## src/rtl/tlb_cmd_sequencer_pkg.sv

```systemverilog
// Shared TLB definitions: page/ASID widths and the maintenance command encoding
// used by the command sequencer.
package tlb_cmd_sequencer_pkg;

    localparam int PAGE_NUM_BITS = 20;
    localparam int ASID_WIDTH    = 16;

    typedef logic [PAGE_NUM_BITS-1:0] page_index_t;

    typedef enum logic [1:0] {
        INSERT      = 2'd0,
        INVAL_PAGE  = 2'd1,
        INVAL_RANGE = 2'd2,
        INVAL_ALL   = 2'd3
    } tlb_cmd_t;

    // Latched copy of a maintenance command while it waits for / occupies the port.
    typedef struct packed {
        tlb_cmd_t              op;
        page_index_t           vpage;
        logic [ASID_WIDTH-1:0] asid;
        page_index_t           ppage;
        logic                  present;
        logic                  exe_writable;
        logic                  supervisor;
        logic                  glb;
    } cmd_latch_t;

    function automatic logic is_range_op(input tlb_cmd_t op);
        return op == INVAL_RANGE;
    endfunction

endpackage

```

## src/rtl/tlb_cmd_sequencer.sv

```systemverilog
// Arbitrates the single TLB command port between pipeline lookups and software
// maintenance commands, expanding range invalidates into per-page invalidates.
module tlb_cmd_sequencer
    import tlb_cmd_sequencer_pkg::*;
#(
    parameter int STARVE_LIMIT = 4,
    parameter int COUNT_WIDTH  = 8
) (
    input  logic                   clk,
    input  logic                   reset,

    input  logic                   lookup_req,
    input  page_index_t            lookup_vpage,
    input  logic [ASID_WIDTH-1:0]  lookup_asid,
    output logic                   lookup_grant,
    output logic                   lookup_resp_valid,

    input  logic                   cmd_valid,
    output logic                   cmd_ready,
    input  tlb_cmd_t               cmd_op,
    input  page_index_t            cmd_vpage,
    input  logic [ASID_WIDTH-1:0]  cmd_asid,
    input  page_index_t            cmd_ppage,
    input  logic                   cmd_present,
    input  logic                   cmd_exe_writable,
    input  logic                   cmd_supervisor,
    input  logic                   cmd_global,
    input  logic [COUNT_WIDTH-1:0] cmd_count,
    output logic                   cmd_done,

    output logic                   tlb_lookup_en,
    output logic                   tlb_update_en,
    output logic                   tlb_invalidate_en,
    output logic                   tlb_invalidate_all_en,
    output page_index_t            tlb_request_vpage_idx,
    output logic [ASID_WIDTH-1:0]  tlb_request_asid,
    output page_index_t            tlb_update_ppage_idx,
    output logic                   tlb_update_present,
    output logic                   tlb_update_exe_writable,
    output logic                   tlb_update_supervisor,
    output logic                   tlb_update_global,

    output logic [1:0]             fsm_state
);

    localparam logic [1:0] S_IDLE  = 2'd0;
    localparam logic [1:0] S_PEND  = 2'd1;
    localparam logic [1:0] S_SWEEP = 2'd2;
    localparam logic [1:0] S_DONE  = 2'd3;

    // STARVE_LIMIT is bounded to 1..15, so a 4-bit counter always suffices.
    localparam logic [3:0] STARVE_MAX = 4'(STARVE_LIMIT);
    localparam logic [COUNT_WIDTH-1:0] LAST_PAGE = COUNT_WIDTH'(1);

    logic [1:0]             state;
    logic [3:0]             starve_cnt;
    cmd_latch_t             cmd_q;
    logic [COUNT_WIDTH-1:0] remaining;
    logic                   cmd_active;
    logic                   cmd_issue;

    assign cmd_active   = (state == S_PEND) || (state == S_SWEEP);
    assign cmd_issue    = cmd_active && (!lookup_req || (starve_cnt == STARVE_MAX));
    assign lookup_grant = lookup_req && !cmd_issue;

    assign cmd_ready = (state == S_IDLE);
    assign cmd_done  = (state == S_DONE);
    assign fsm_state = state;

    assign tlb_lookup_en         = lookup_grant;
    assign tlb_update_en         = cmd_issue && (cmd_q.op == INSERT);
    assign tlb_invalidate_en     = cmd_issue && ((cmd_q.op == INVAL_PAGE) || (cmd_q.op == INVAL_RANGE));
    assign tlb_invalidate_all_en = cmd_issue && (cmd_q.op == INVAL_ALL);

    assign tlb_update_ppage_idx    = cmd_q.ppage;
    assign tlb_update_present      = cmd_q.present;
    assign tlb_update_exe_writable = cmd_q.exe_writable;
    assign tlb_update_supervisor   = cmd_q.supervisor;
    assign tlb_update_global       = cmd_q.glb;

    // Request fields follow whichever source owns the port; zero when idle.
    always_comb begin
        tlb_request_vpage_idx = '0;
        tlb_request_asid      = '0;
        if (cmd_issue) begin
            tlb_request_vpage_idx = cmd_q.vpage;
            tlb_request_asid      = cmd_q.asid;
        end else if (lookup_grant) begin
            tlb_request_vpage_idx = lookup_vpage;
            tlb_request_asid      = lookup_asid;
        end
    end

    always_ff @(posedge clk or posedge reset) begin
        if (reset) begin
            lookup_resp_valid <= 1'b0;
        end else begin
            lookup_resp_valid <= lookup_grant;
        end
    end

    always_ff @(posedge clk or posedge reset) begin
        if (reset) begin
            state      <= S_IDLE;
            starve_cnt <= '0;
            cmd_q      <= '0;
            remaining  <= '0;
        end else begin
            case (state)
                S_IDLE: begin
                    starve_cnt <= '0;
                    if (cmd_valid) begin
                        cmd_q.op           <= cmd_op;
                        cmd_q.vpage        <= cmd_vpage;
                        cmd_q.asid         <= cmd_asid;
                        cmd_q.ppage        <= cmd_ppage;
                        cmd_q.present      <= cmd_present;
                        cmd_q.exe_writable <= cmd_exe_writable;
                        cmd_q.supervisor   <= cmd_supervisor;
                        cmd_q.glb          <= cmd_global;
                        remaining          <= cmd_count;
                        if (is_range_op(cmd_op) && (cmd_count == '0)) begin
                            state <= S_DONE;
                        end else begin
                            state <= S_PEND;
                        end
                    end
                end
                S_PEND, S_SWEEP: begin
                    if (cmd_issue) begin
                        starve_cnt <= '0;
                        if (is_range_op(cmd_q.op)) begin
                            // Page index wraps naturally at the page-number width.
                            cmd_q.vpage <= cmd_q.vpage + 1'b1;
                            remaining   <= remaining - 1'b1;
                            state       <= (remaining == LAST_PAGE) ? S_DONE : S_SWEEP;
                        end else begin
                            state <= S_DONE;
                        end
                    end else begin
                        starve_cnt <= starve_cnt + 1'b1;
                    end
                end
                default: begin
                    starve_cnt <= '0;
                    state      <= S_IDLE;
                end
            endcase
        end
    end

endmodule

```

## config.mk

```make
export PLATFORM = sky130hd
export DESIGN_NAME = tlb_cmd_sequencer
export DESIGN_NICKNAME = d
export VERILOG_FILES = /design/src/rtl/tlb_cmd_sequencer_pkg.sv /design/src/rtl/tlb_cmd_sequencer.sv
export SDC_FILE = /design/constraint.sdc
export NUM_CORES = 1
export LEC_CHECK = 0
export ABC_CLOCK_PERIOD_IN_PS = 3200
export CORE_MARGIN = 3
export CORE_UTILIZATION = 45
export CTS_BUF_LIST = sky130_fd_sc_hd__clkbuf_8
export DETAILED_ROUTE_END_ITERATION = 7
export GPL_TIMING_DRIVEN = 1
export HOLD_SLACK_MARGIN = 0.15
export PLACE_DENSITY = 0.89
export SLEW_MARGIN = 20
export SYNTH_ARGS = -nofsm -noshare
export SYNTH_HDL_FRONTEND = slang
export SYNTH_SLANG_ARGS = --single-unit
```

## constraint.sdc

```tcl
create_clock -name clk -period 3.2 [get_ports clk]
set_input_delay 0.96 -clock clk [delete_from_list [all_inputs] [get_ports clk]]
set_output_delay 0.96 -clock clk [all_outputs]
set_load 0.005 [all_outputs]
```

==> run summary <==
core box area - 9420 um^2
CTS Buf Count - 9
startpoint types - primary input
Vias - 4,406
WP data arrival - 2.17 ns
# port buffers - 179
synthesized instance count - 492
outcome - complete, no violations
sequential share of power - 0.306
Synth cell types - 52
Critical Path RT - 2.24 ns
Worst Path Max Fanout - 10
final setup fails - 0
Hold Crit Class - register to register
DIE AREA - 11,100 um^2
# diodes - 0
initial antenna violation count - 0
min Tclk post-route - 3.13 ns
Max-cap violations - 0
1st-iter DRT viols - 278
worst vdd ir - 0.000415 V
vias per cell - 5.57
leakage - 0.00284 uW
number of synthesized flops with an enable pin - 0
Ports - 180
top_reg_cell synth - dfrtp_1
Tcrit/Tclk final - 0.978
switching share of power - 0.412
site row count - 35
Sw Pwr - 2510 uW
Reg area - 1930 um^2
Max Freq - 0.320 GHz
CP endpoint kind - primary output
worst-skew pair later-pin latency - 0.35 ns
unrepaired setup endpoints after global routing - no
first-pass GRT wire length - 21,500 um
Max-slew headroom - 0.615
hold_ws - 0.509 ns
H-tree levels - 3
Root Buffer - clkbuf_8
Post-Route WL - 13,500 um
Clock transition at path regs - 0.09 ns
share of cells above drive strength 1 - 0.178
Mapped Area - 4460 um^2
r2r setup slk - 0.78 ns
routed len/inst - 17.0 um
synthesized flop and latch total - 77
Worst Setup Path Type - primary input to primary output
Synth Net Count - 612
Yosys Warn Count - 0
vias in the first global route - 4,535
CTS tree - built
drt first pass iters - 5
Pwr Density - 925 nW/um^2
starting density of the core - 0.473
final net count - 777
CTS sink cnt - 77
post-route ant nets - 0
Clk pwr share - 0.115
gpl congestion - 0.848
register area share after synthesis - 0.432
final worst setup slack - 0.0718 ns
maximum clock path buffer count - 2
Die Y - 106 um
Fillers - 734
Tot GR Track Use - 0.237
share of flip-flops with an asynchronous set or reset - 1.00
drt drc - 0
Comb pwr share - 0.579
Avg Cell Area, Syn - 9.06 um^2
count of pins over their slew limit - 0
Multi-input gate area - 2200 um^2
HPWL after detailed placement - 9710 um
DIE WIDTH - 106 um
largest net degree at the start of global routing - 53
internal power - 3580 uW
measured slew at the worst slew-check pin - 0.572 ns
Hold-fix buffers, CTS - 0
grt total ovfl - 0
Worst Clk Skew - 0.0119 ns
Syn-to-layout area delta - 47.6%
final-report hold violation count - 0
Place WS - -0.513 ns
state kept, by name, summed over array words and instances (netlist names):
signal                   count
lookup_resp_valid            1
remaining                    8
starve_cnt                   4
fsm_state                    2
cmd_q                       38
tlb_update_supervisor        1
tlb_update_global            1
tlb_update_present           1
tlb_update_exe_writable      1
tlb_update_ppage_idx        20
routing by layer:
metal	GRT usage	part of all wire
met5	0	0
met3	0.0508	0.076
met1	0.284	0.40
met2	0.423	0.51
met4	0.0731	0.016
power groups by stage:
stage               Clock [uW]  Combinational [uW]  Sequential, uW
floorplan                    0                2120            1750
global placement             0                3280            1830
detailed placement           0                3400            1870
CTS                        709                3480            1850
global route               753                3840            1930
finish                     701                3520            1860
area by class of cell:
class                   instances  share of cell area
multi-input cells             347               0.334
well taps                     129              0.0245
clock inverters                 7             0.00894
repair buffers                207               0.312
inverters                      15             0.00875
flip-flops and latches         77               0.293
clock buffers                   9              0.0188
cell usage after synthesis (2+ instances only):
cell      instances  area share
buf_2            12       0.013
o31ai_1           2      0.0034
o21ai_0          53       0.059
a31oi_1           5      0.0070
nor2_1           17       0.014
a211oi_1          2      0.0034
nand2_1          91       0.077
o211ai_1          2      0.0034
nand3_1          16       0.018
o21a_1            3      0.0051
dfrtp_1          77        0.43
nand4b_1          3      0.0059
a21oi_1          23       0.026
clkbuf_1         18       0.015
inv_1            14       0.012
nand3b_1          4      0.0067
nor3_1            9       0.010
mux2_2           44        0.11
a32oi_1           3      0.0059
ha_1             10       0.028
a221oi_1          4      0.0079
nor2b_1           2      0.0028
buf_4            22       0.037
a21boi_0          2      0.0034
o22ai_1           8       0.011
nor4_1            5      0.0070
nand4_1          10       0.014
a22oi_1           4      0.0067
and2_1            4      0.0056
cells in the final DEF (no fill, tap or decap), drive strengths merged, types with 2 or more instances in the layout:
cell | synthesis | layout
mux2 | 44 | 44
o21a | 3 | 3
a21oi | 23 | 23
dlymetal6s2s | 0 | 7
and2 | 4 | 4
a31oi | 5 | 5
nand2 | 91 | 91
nor3 | 9 | 9
nor4 | 6 | 6
inv | 15 | 16
nand4 | 11 | 11
nand3 | 17 | 17
a22oi | 4 | 4
a211oi | 2 | 2
dlygate4sd2 | 0 | 17
a221oi | 4 | 4
clkinv | 0 | 5
nand3b | 4 | 4
nor2b | 2 | 2
nor2 | 17 | 17
a32oi | 3 | 3
ha | 10 | 10
o21ai | 54 | 54
o211ai | 2 | 2
dfrtp | 77 | 77
o31ai | 2 | 2
buf | 35 | 37
nand4b | 3 | 3
or3 | 2 | 2
a21boi | 2 | 2
o22ai | 9 | 9
clkbuf | 18 | 16
clkdlybuf4s50 | 0 | 137
stage by stage:
step	setup TNS, ns	total power, uW	std cells	util	instance area, um^2
6_report	0	6090	791	0.699	6580
2_1_floorplan	0	3860	492	-	4460
4_1_cts	-0.488	6040	786	0.696	6560
3_5_place_dp	-17.99	5270	765	0.669	6300
3_3_place_gp	-16.66	5110	765	0.669	6300
5_1_grt	0	6510	791	0.699	6580
path summary, 6_finish.rpt:
check	startpoint	endpoint	cells after the start
min in group asynchronous	reset	cmd_q[36]$_DFFE_PP0P_	2
max in group asynchronous	reset	tlb_update_supervisor$_DFFE_PP0P_	3
worst min register to register	tlb_update_ppage_idx[13]$_DFFE_PP0P_	tlb_update_ppage_idx[13]$_DFFE_PP0P_	1
worst min-delay path	tlb_update_ppage_idx[13]$_DFFE_PP0P_	tlb_update_ppage_idx[13]$_DFFE_PP0P_	1
worst max-delay path	lookup_req	tlb_request_vpage_idx[0]	9
worst max register to register	fsm_state[0]$_DFFE_PP0P_	cmd_q[53]$_DFFE_PP0P_	9
worst max-delay path, cell delays in order:
cell and delay, ns:
clkdlybuf4s15_2 0.23, a21oi_4 0.18, buf_12 0.13, buf_12 0.10, buf_6 0.12, clkbuf_16 0.15
nand2_1 0.06, o21ai_0 0.09, buf_2 0.15
cell families after synthesis:
group / Yosys count / share of synthesized area
compound gates: 119 / 0.158
xor+xnor: 2 / 0.00393
fa+ha+maj: 10 / 0.0281
buf+inv: 68 / 0.0791
flops: 77 / 0.432
mux: 44 / 0.111
simple gates: 172 / 0.187
repair_timing:
item	in CTS	in global routing
gates resized for setup	78	23
setup endpoints to repair	41	24
buffers inserted	4	4
pin swaps	1	0
cloned	1	1
Note: power is estimated with default switching activity, not from simulation.
